File: config.mk
export PLATFORM = sky130hd
export DESIGN_NAME = period_gate_counter
export DESIGN_NICKNAME = d
export VERILOG_FILES = /design/src/rtl/period_gate_counter_pkg.sv /design/src/rtl/sync_edge_detect.sv /design/src/rtl/period_gate_counter.sv
export SDC_FILE = /design/constraint.sdc
export NUM_CORES = 1
export LEC_CHECK = 0
export CAP_MARGIN = 15
export CORE_MARGIN = 10
export CORE_UTILIZATION = 35
export CTS_BUF_LIST = sky130_fd_sc_hd__clkbuf_4 sky130_fd_sc_hd__clkbuf_8
export CTS_CLUSTER_DIAMETER = 60
export CTS_CLUSTER_SIZE = 12
export DETAILED_ROUTE_END_ITERATION = 8
export GPL_TIMING_DRIVEN = 1
export SLEW_MARGIN = 20
export SYNTH_ARGS = -nofsm -noshare
export SYNTH_HDL_FRONTEND = slang
export SYNTH_HIERARCHICAL = 1
export SYNTH_SLANG_ARGS = --single-unit
File: constraint.sdc
create_clock -name clk -period 3 [get_ports clk]
set_clock_uncertainty 0.1 [all_clocks]
set_input_delay 0.9 -clock clk [delete_from_list [all_inputs] [get_ports clk]]
set_output_delay 0.9 -clock clk [all_outputs]
set_load 0.02 [all_outputs]
File: src/rtl/period_gate_counter_pkg.sv
// Shared types and sizing helpers for the equal-precision period counter.
// Latency: n/a (package only).
// Backpressure: n/a (package only).
package period_gate_counter_pkg;

   // Measurement sequencer states
   typedef enum logic [1:0] {
      ST_IDLE = 2'd0,
      ST_ARM  = 2'd1,
      ST_GATE = 2'd2,
      ST_DONE = 2'd3
   } state_t;

   // Latency of the downstream pipelined divider: one stage per quotient bit
   function automatic int lat_of(input int m, input int n);
      return m - n;
   endfunction

   // Width needed for the gate timer to represent GATE_CYCLES itself
   function automatic int gate_timer_width(input int gate_cycles);
      return $clog2(gate_cycles + 1);
   endfunction

endpackage

File: src/rtl/sync_edge_detect.sv
// Two-flop synchronizer for an asynchronous input followed by a registered rising-edge pulse.
// Latency: 3 clk cycles from sig_in rising to edge_pulse high (one cycle wide).
// Backpressure: none; free-running, every synchronized rising edge produces a pulse.
module sync_edge_detect (
   input  logic clk,
   input  logic rst_n,
   input  logic sig_in,
   output logic edge_pulse
);

   logic meta;
   logic sync;
   logic sync_d;

   // Resolve metastability, keep previous sample, and register the edge pulse
   always_ff @(posedge clk or negedge rst_n) begin
      if (!rst_n) begin
         meta       <= 1'b0;
         sync       <= 1'b0;
         sync_d     <= 1'b0;
         edge_pulse <= 1'b0;
      end else begin
         meta       <= sig_in;
         sync       <= meta;
         sync_d     <= sync;
         edge_pulse <= sync & ~sync_d;
      end
   end

endmodule

File: src/rtl/period_gate_counter.sv
// Equal-precision period meter: counts clk cycles (Ns) and signal edges (Nx) over an edge-aligned gate, feeds a divider.
// Latency: op_valid one cycle after the closing edge is seen; q_valid exactly LAT cycles after op_valid.
// Backpressure: none; the divider is fully pipelined, operands are held stable until the next result.
module period_gate_counter
   import period_gate_counter_pkg::*;
#(
   parameter int M           = 26,
   parameter int N           = 14,
   parameter int GATE_CYCLES = 1000000
) (
   input  logic         clk,
   input  logic         rst_n,
   input  logic         start,
   input  logic         continuous,
   input  logic         sig_in,
   output logic [M-1:0] dividend,
   output logic [N-1:0] divisor,
   output logic         op_valid,
   output logic         q_valid,
   output logic         busy,
   output logic         ovf
);

   // Divider latency is fixed by its operand widths (requires M > N)
   localparam int LAT = lat_of(M, N);
   localparam int TW  = gate_timer_width(GATE_CYCLES);
   localparam int QW  = (LAT > 0) ? $clog2(LAT + 1) : 1;

   // Last Ns value before the counter would hit all-ones, i.e. 2^M-2
   localparam logic [M-1:0]  NS_LAST  = {{(M-1){1'b1}}, 1'b0};
   // Nx value at which the next edge completes 2^N-1 periods
   localparam logic [N-1:0]  NX_LAST  = {{(N-1){1'b1}}, 1'b0};
   localparam logic [TW-1:0] GATE_LEN = TW'(GATE_CYCLES);
   localparam logic [QW-1:0] LAT_LOAD = QW'(LAT);

   state_t          state;
   state_t          state_nxt;
   logic            sig_edge;
   logic [M-1:0]    ns_cnt;
   logic [N-1:0]    nx_cnt;
   logic [TW-1:0]   gate_timer;
   logic [QW-1:0]   q_cnt;
   logic            gate_close;
   logic            ns_timeout;
   logic            err_q;

   sync_edge_detect u_sync_edge_detect (
      .clk        (clk),
      .rst_n      (rst_n),
      .sig_in     (sig_in),
      .edge_pulse (sig_edge)
   );

   // State register
   always_ff @(posedge clk or negedge rst_n) begin
      if (!rst_n) begin
         state <= ST_IDLE;
      end else begin
         state <= state_nxt;
      end
   end

   // Next-state logic plus the gate-close and timeout decisions
   always_comb begin
      state_nxt  = state;
      gate_close = 1'b0;
      ns_timeout = 1'b0;
      case (state)
         ST_IDLE: begin
            if (start) begin
               state_nxt = ST_ARM;
            end
         end
         ST_ARM: begin
            // An opening edge wins over a timeout in the same cycle
            if (sig_edge) begin
               state_nxt = ST_GATE;
            end else if (ns_cnt == NS_LAST) begin
               ns_timeout = 1'b1;
               state_nxt  = ST_DONE;
            end
         end
         ST_GATE: begin
            gate_close = sig_edge && ((gate_timer >= GATE_LEN) || (nx_cnt == NX_LAST));
            if (gate_close) begin
               state_nxt = ST_DONE;
            end else if (ns_cnt == NS_LAST) begin
               ns_timeout = 1'b1;
               state_nxt  = ST_DONE;
            end
         end
         ST_DONE: begin
            state_nxt = continuous ? ST_ARM : ST_IDLE;
         end
         default: begin
            state_nxt = ST_IDLE;
         end
      endcase
   end

   // Ns / Nx / gate timer: cleared between measurements, saturating while running
   always_ff @(posedge clk or negedge rst_n) begin
      if (!rst_n) begin
         ns_cnt     <= '0;
         nx_cnt     <= '0;
         gate_timer <= '0;
      end else begin
         case (state)
            ST_ARM: begin
               if (sig_edge) begin
                  // The opening edge starts the first period; it is not itself counted
                  ns_cnt     <= M'(1);
                  nx_cnt     <= '0;
                  gate_timer <= TW'(1);
               end else if (ns_cnt != '1) begin
                  ns_cnt <= ns_cnt + M'(1);
               end
            end
            ST_GATE: begin
               if (gate_close) begin
                  // Closing edge ends the last whole period: count it, but not its cycle
                  nx_cnt <= nx_cnt + N'(1);
               end else begin
                  if (ns_cnt != '1) begin
                     ns_cnt <= ns_cnt + M'(1);
                  end
                  if (gate_timer != GATE_LEN) begin
                     gate_timer <= gate_timer + TW'(1);
                  end
                  if (sig_edge) begin
                     nx_cnt <= nx_cnt + N'(1);
                  end
               end
            end
            default: begin
               ns_cnt     <= '0;
               nx_cnt     <= '0;
               gate_timer <= '0;
            end
         endcase
      end
   end

   // Remember how the measurement ended so DONE can publish either result or error
   always_ff @(posedge clk or negedge rst_n) begin
      if (!rst_n) begin
         err_q <= 1'b0;
      end else if (ns_timeout) begin
         err_q <= 1'b1;
      end else if (gate_close) begin
         err_q <= 1'b0;
      end
   end

   // Publish operands in DONE; divisor is forced to 1 whenever there is no valid count
   always_ff @(posedge clk or negedge rst_n) begin
      if (!rst_n) begin
         dividend <= '0;
         divisor  <= N'(1);
         ovf      <= 1'b0;
         op_valid <= 1'b0;
      end else begin
         op_valid <= (state == ST_DONE);
         if (state == ST_DONE) begin
            if (err_q) begin
               dividend <= '0;
               divisor  <= N'(1);
               ovf      <= 1'b1;
            end else begin
               dividend <= ns_cnt;
               divisor  <= nx_cnt;
               ovf      <= 1'b0;
            end
         end
      end
   end

   // Track divider latency; a fresh result restarts the countdown
   always_ff @(posedge clk or negedge rst_n) begin
      if (!rst_n) begin
         q_cnt   <= '0;
         q_valid <= 1'b0;
      end else begin
         q_valid <= (q_cnt == QW'(1)) && (state != ST_DONE);
         if (state == ST_DONE) begin
            q_cnt <= LAT_LOAD;
         end else if (q_cnt != '0) begin
            q_cnt <= q_cnt - QW'(1);
         end
      end
   end

   assign busy = (state != ST_IDLE);

endmodule

==> metrics.md <==
| Metric | Value |
|---|---|
| Status | `complete, no violations` |
| Post-synth EDFFs | `0` |
| Worst slew margin | `0.514` |
| Die height | `about 150 µm` |
| First-pass detailed-route iteration total | `5` |
| Crit path launch type | `flip-flop` |
| Die area | `~22000 µm²` |
| Core ar. | `15900 µm²` |
| Reg area | `2850 µm²` |
| Total negative slack | `0 ns` |
| Vias in the first global route | `4751` |
| CTS Buf Count | `17` |
| Final core occ | `0.437` |
| Share of layout cells above drive strength 1 | `0.0912` |
| Min-delay src | `u_sync_edge_detect/meta$_DFF_PN0_` |
| Clock slew at reported path FFs | `approximately 0.07 ns` |
| Sequential-to-total area share from yosys stat | `0.498` |
| Multi-input gate area | `between 2000 and 3000 µm²` |
| CP Class | `flip-flop to output pin` |
| M3 GR Usage | `0.0406` |
| Critical Path Start | `state[0]$_DFFE_PN0P_` |
| RSZ-0062 raised after global routing | `no` |
| CP max FO | `4` |
| # diodes | `0` |
| # resized after CTS | `0` |
| Overall Global Routing Usage | `0.133` |
| Die X | `approximately 150 µm` |
| Hold WC Path Type | `flip-flop to flip-flop` |
| Syn Inst Count | `between 500 and 600` |
| Tcrit/Tclk final | `0.957` |
| Syn_area_per_cell | `a little under 10 µm²` |
| Clock Latency Late Sink | `0.44 ns` |
| Syn-to-layout area delta | `21.6%` |
| Fmax | `around 350 MHz` |
| Root Buffer Master | `clkbuf_8` |
| Max_cap viols | `0` |
| Synth area leader | `dfrtp_1` |
| Worst path required time | `around 2.0 ns` |
| Post-DP HPWL | `between 9 and 10 mm` |
| Number of library cell types mapped by synthesis | `56` |
| Ys async rst share | `1.00` |
| Count of state elements after synthesis | `between 100 and 150` |
| PortBufs | `48` |
| Maximum VDD drop | `0.000325 V` |
| Met1 Resource Use GR | `0.175` |
| Max Slew Vio Count | `0` |
| First-pass GRT wire length | `24.1 mm` |
| Synth cell count leaders | `113 x dfrtp_1, 69 x nand2_1, 45 x o21ai_0` |
| Vias | `4858` |
| Yosys warnings | `6` |
| # rows | `46` |
| Most frequent cell after synthesis | `dfrtp_1` |
| Placement Cell Area | `between 6000 and 7000 µm²` |
| Nets | `~660` |
| H-tree depth | `4` |
| CP arrival | `1.87 ns` |
| Post-CTS Setup Inserts | `0` |
| Endpoints failing setup | `0` |
| Fillers | `between 1500 and 2000` |
| Global Route met2 Usage | `0.204` |
| Ys flop type | `dfrtp_1` |
| Initial antenna violation count | `0` |
| Drt drc | `0` |
| Netlist Area Pre-Place | `around 5700 µm²` |
| RR Startpoint | `gate_timer[13]$_DFFE_PN0P_` |
| Lkg Pwr | `2.81 nW` |
| Largest net degree at the start of global routing | `48` |
| Top cell type's share of synthesized area | `0.493` |
| Max Root-Sink Buffers | `2` |
| CTS Sinks | `about 110` |
| CTS tree | `yes` |
| Largest cells by area after synthesis | `dfrtp_1 49%, o2bb2ai_1 6.0%, nand2_1 4.5%, o21ai_0 3.9%, o31ai_1 3.3%` |
| Avg WL per Cell | `16.6 µm` |
| Hold buffer count at cts | `0` |
| WL final | `roughly 14 mm` |
| PD cells | `639 nW/µm²` |
| 1st-iter DRT viols | `roughly 440` |
| Ports | `49` |
| Crit end category | `output pin` |
| Routability congestion estimate | `0.850` |
| Slew @ Worst Pin | `0.722 ns` |
| Design area | `6970 µm²` |
| Remaining antenna violation count | `0` |
| Gr busiest metal | `met2` |
| Hold Fails Final Rpt | `0` |
| Mapped Nets | `between 600 and 700` |
| Initial core utilization | `0.359` |
| Via-per-instance ratio | `5.56` |
| Gr ovfl total | `0` |
| Min cycle time layout | `around 2.9 ns` |
cells by family after synthesis:
| logic type | count (synthesis) | share of synthesized area |
|---|---|---|
| and+or+nand+nor | 221 | 0.196 |
| AOI/OAI and AO/OA | 184 | 0.218 |
| DFF | 114 | 0.498 |
| buffers and inverters | 51 | 0.0389 |
| adders and majority gates | 14 | 0.0306 |
| xor gates and xnor gates | 10 | 0.0153 |
| muxes | 2 | 0.00371 |
metrics by stage:
step           hold slack, ns  power, W  worst slack, ns  std cells
3_5_place_dp            0.256   0.00260            0.320        842
2_1_floorplan           0.231   0.00226            0.648        596
6_report                0.275   0.00446            0.130        874
4_1_cts                 0.272   0.00450           0.0945        874
5_1_grt                 0.279   0.00469           0.0162        874
3_3_place_gp            0.238   0.00257            0.450        842
routing by layer:
metal  vias to the layer above  part of all wire
li1                       2300                 -
met1                      2422              0.47
met2                       117              0.46
met3                        19             0.048
met4                         0             0.014
met5                         -                 0
report_power, final:
part           switching, W  internal (W)  leakage [nW]
sequential        0.0000644       0.00163          1.57
combinational      0.000569      0.000311         0.974
clock              0.000633       0.00125         0.266
layout make-up:
type | instances | share of cell area
flip-flops and latches | 114 | 0.409
inverters | 18 | 0.00969
repair buffers | 63 | 0.0865
multi-input cells | 431 | 0.381
well taps | 216 | 0.0388
clock buffers | 22 | 0.0425
clock inverters | 10 | 0.0323
worst max-delay path, stage by stage, from the launching register on:
cell and delay [ns]:
dfrtp_1 0.40, inv_1 0.11, ha_1 0.26, inv_1 0.07, clkdlybuf4s50_1 0.60
state kept, by name, summed over array words and instances (netlist names):
register	count
err_q	1
dividend	26
u_sync_edge_detect/meta	1
q_cnt	4
q_valid	1
state	2
nx_cnt	14
ns_cnt	26
u_sync_edge_detect/sync	1
gate_timer	20
op_valid	1
ovf	1
u_sync_edge_detect/sync_d	1
u_sync_edge_detect/edge_pulse	1
divisor	14
final timing paths:
kind	to	slack, ns	cells past startpoint
max in group asynchronous	divisor[0]$_DFFE_PN1P_	1.74	2
hold reg to reg	u_sync_edge_detect/sync$_DFF_PN0_	0.28	0
min in group asynchronous	ns_cnt[17]$_DFFE_PN0P_	0.34	1
setup reg to reg	ns_cnt[7]$_DFFE_PN0P_	0.25	6
setup / recovery	busy	0.13	4
hold / removal	u_sync_edge_detect/sync$_DFF_PN0_	0.28	0
layout by cell type, fill, tap and decap left out, types with 4 or more instances in the layout:
master           instances
inv_1                   18
nor2_1                  35
o211ai_1                 7
or4_1                   12
o31ai_1                 25
and4_1                   6
xor2_1                   6
a21oi_1                 33
nand2_1                 69
o2bb2ai_1               39
xnor2_1                  4
nand3_1                 33
ha_1                    14
a31oi_1                 11
and2_1                   6
dfrtp_1                113
o21ai_0                 45
clkdlybuf4s50_1         47
nand4_1                  9
buf_4                   15
and3_1                  14
or3_1                   11
nor3_1                   8
bufinv_16                7
nand2b_1                 5
clkbuf_8                21
No activity file was read; power rests on OpenSTA's default activity.
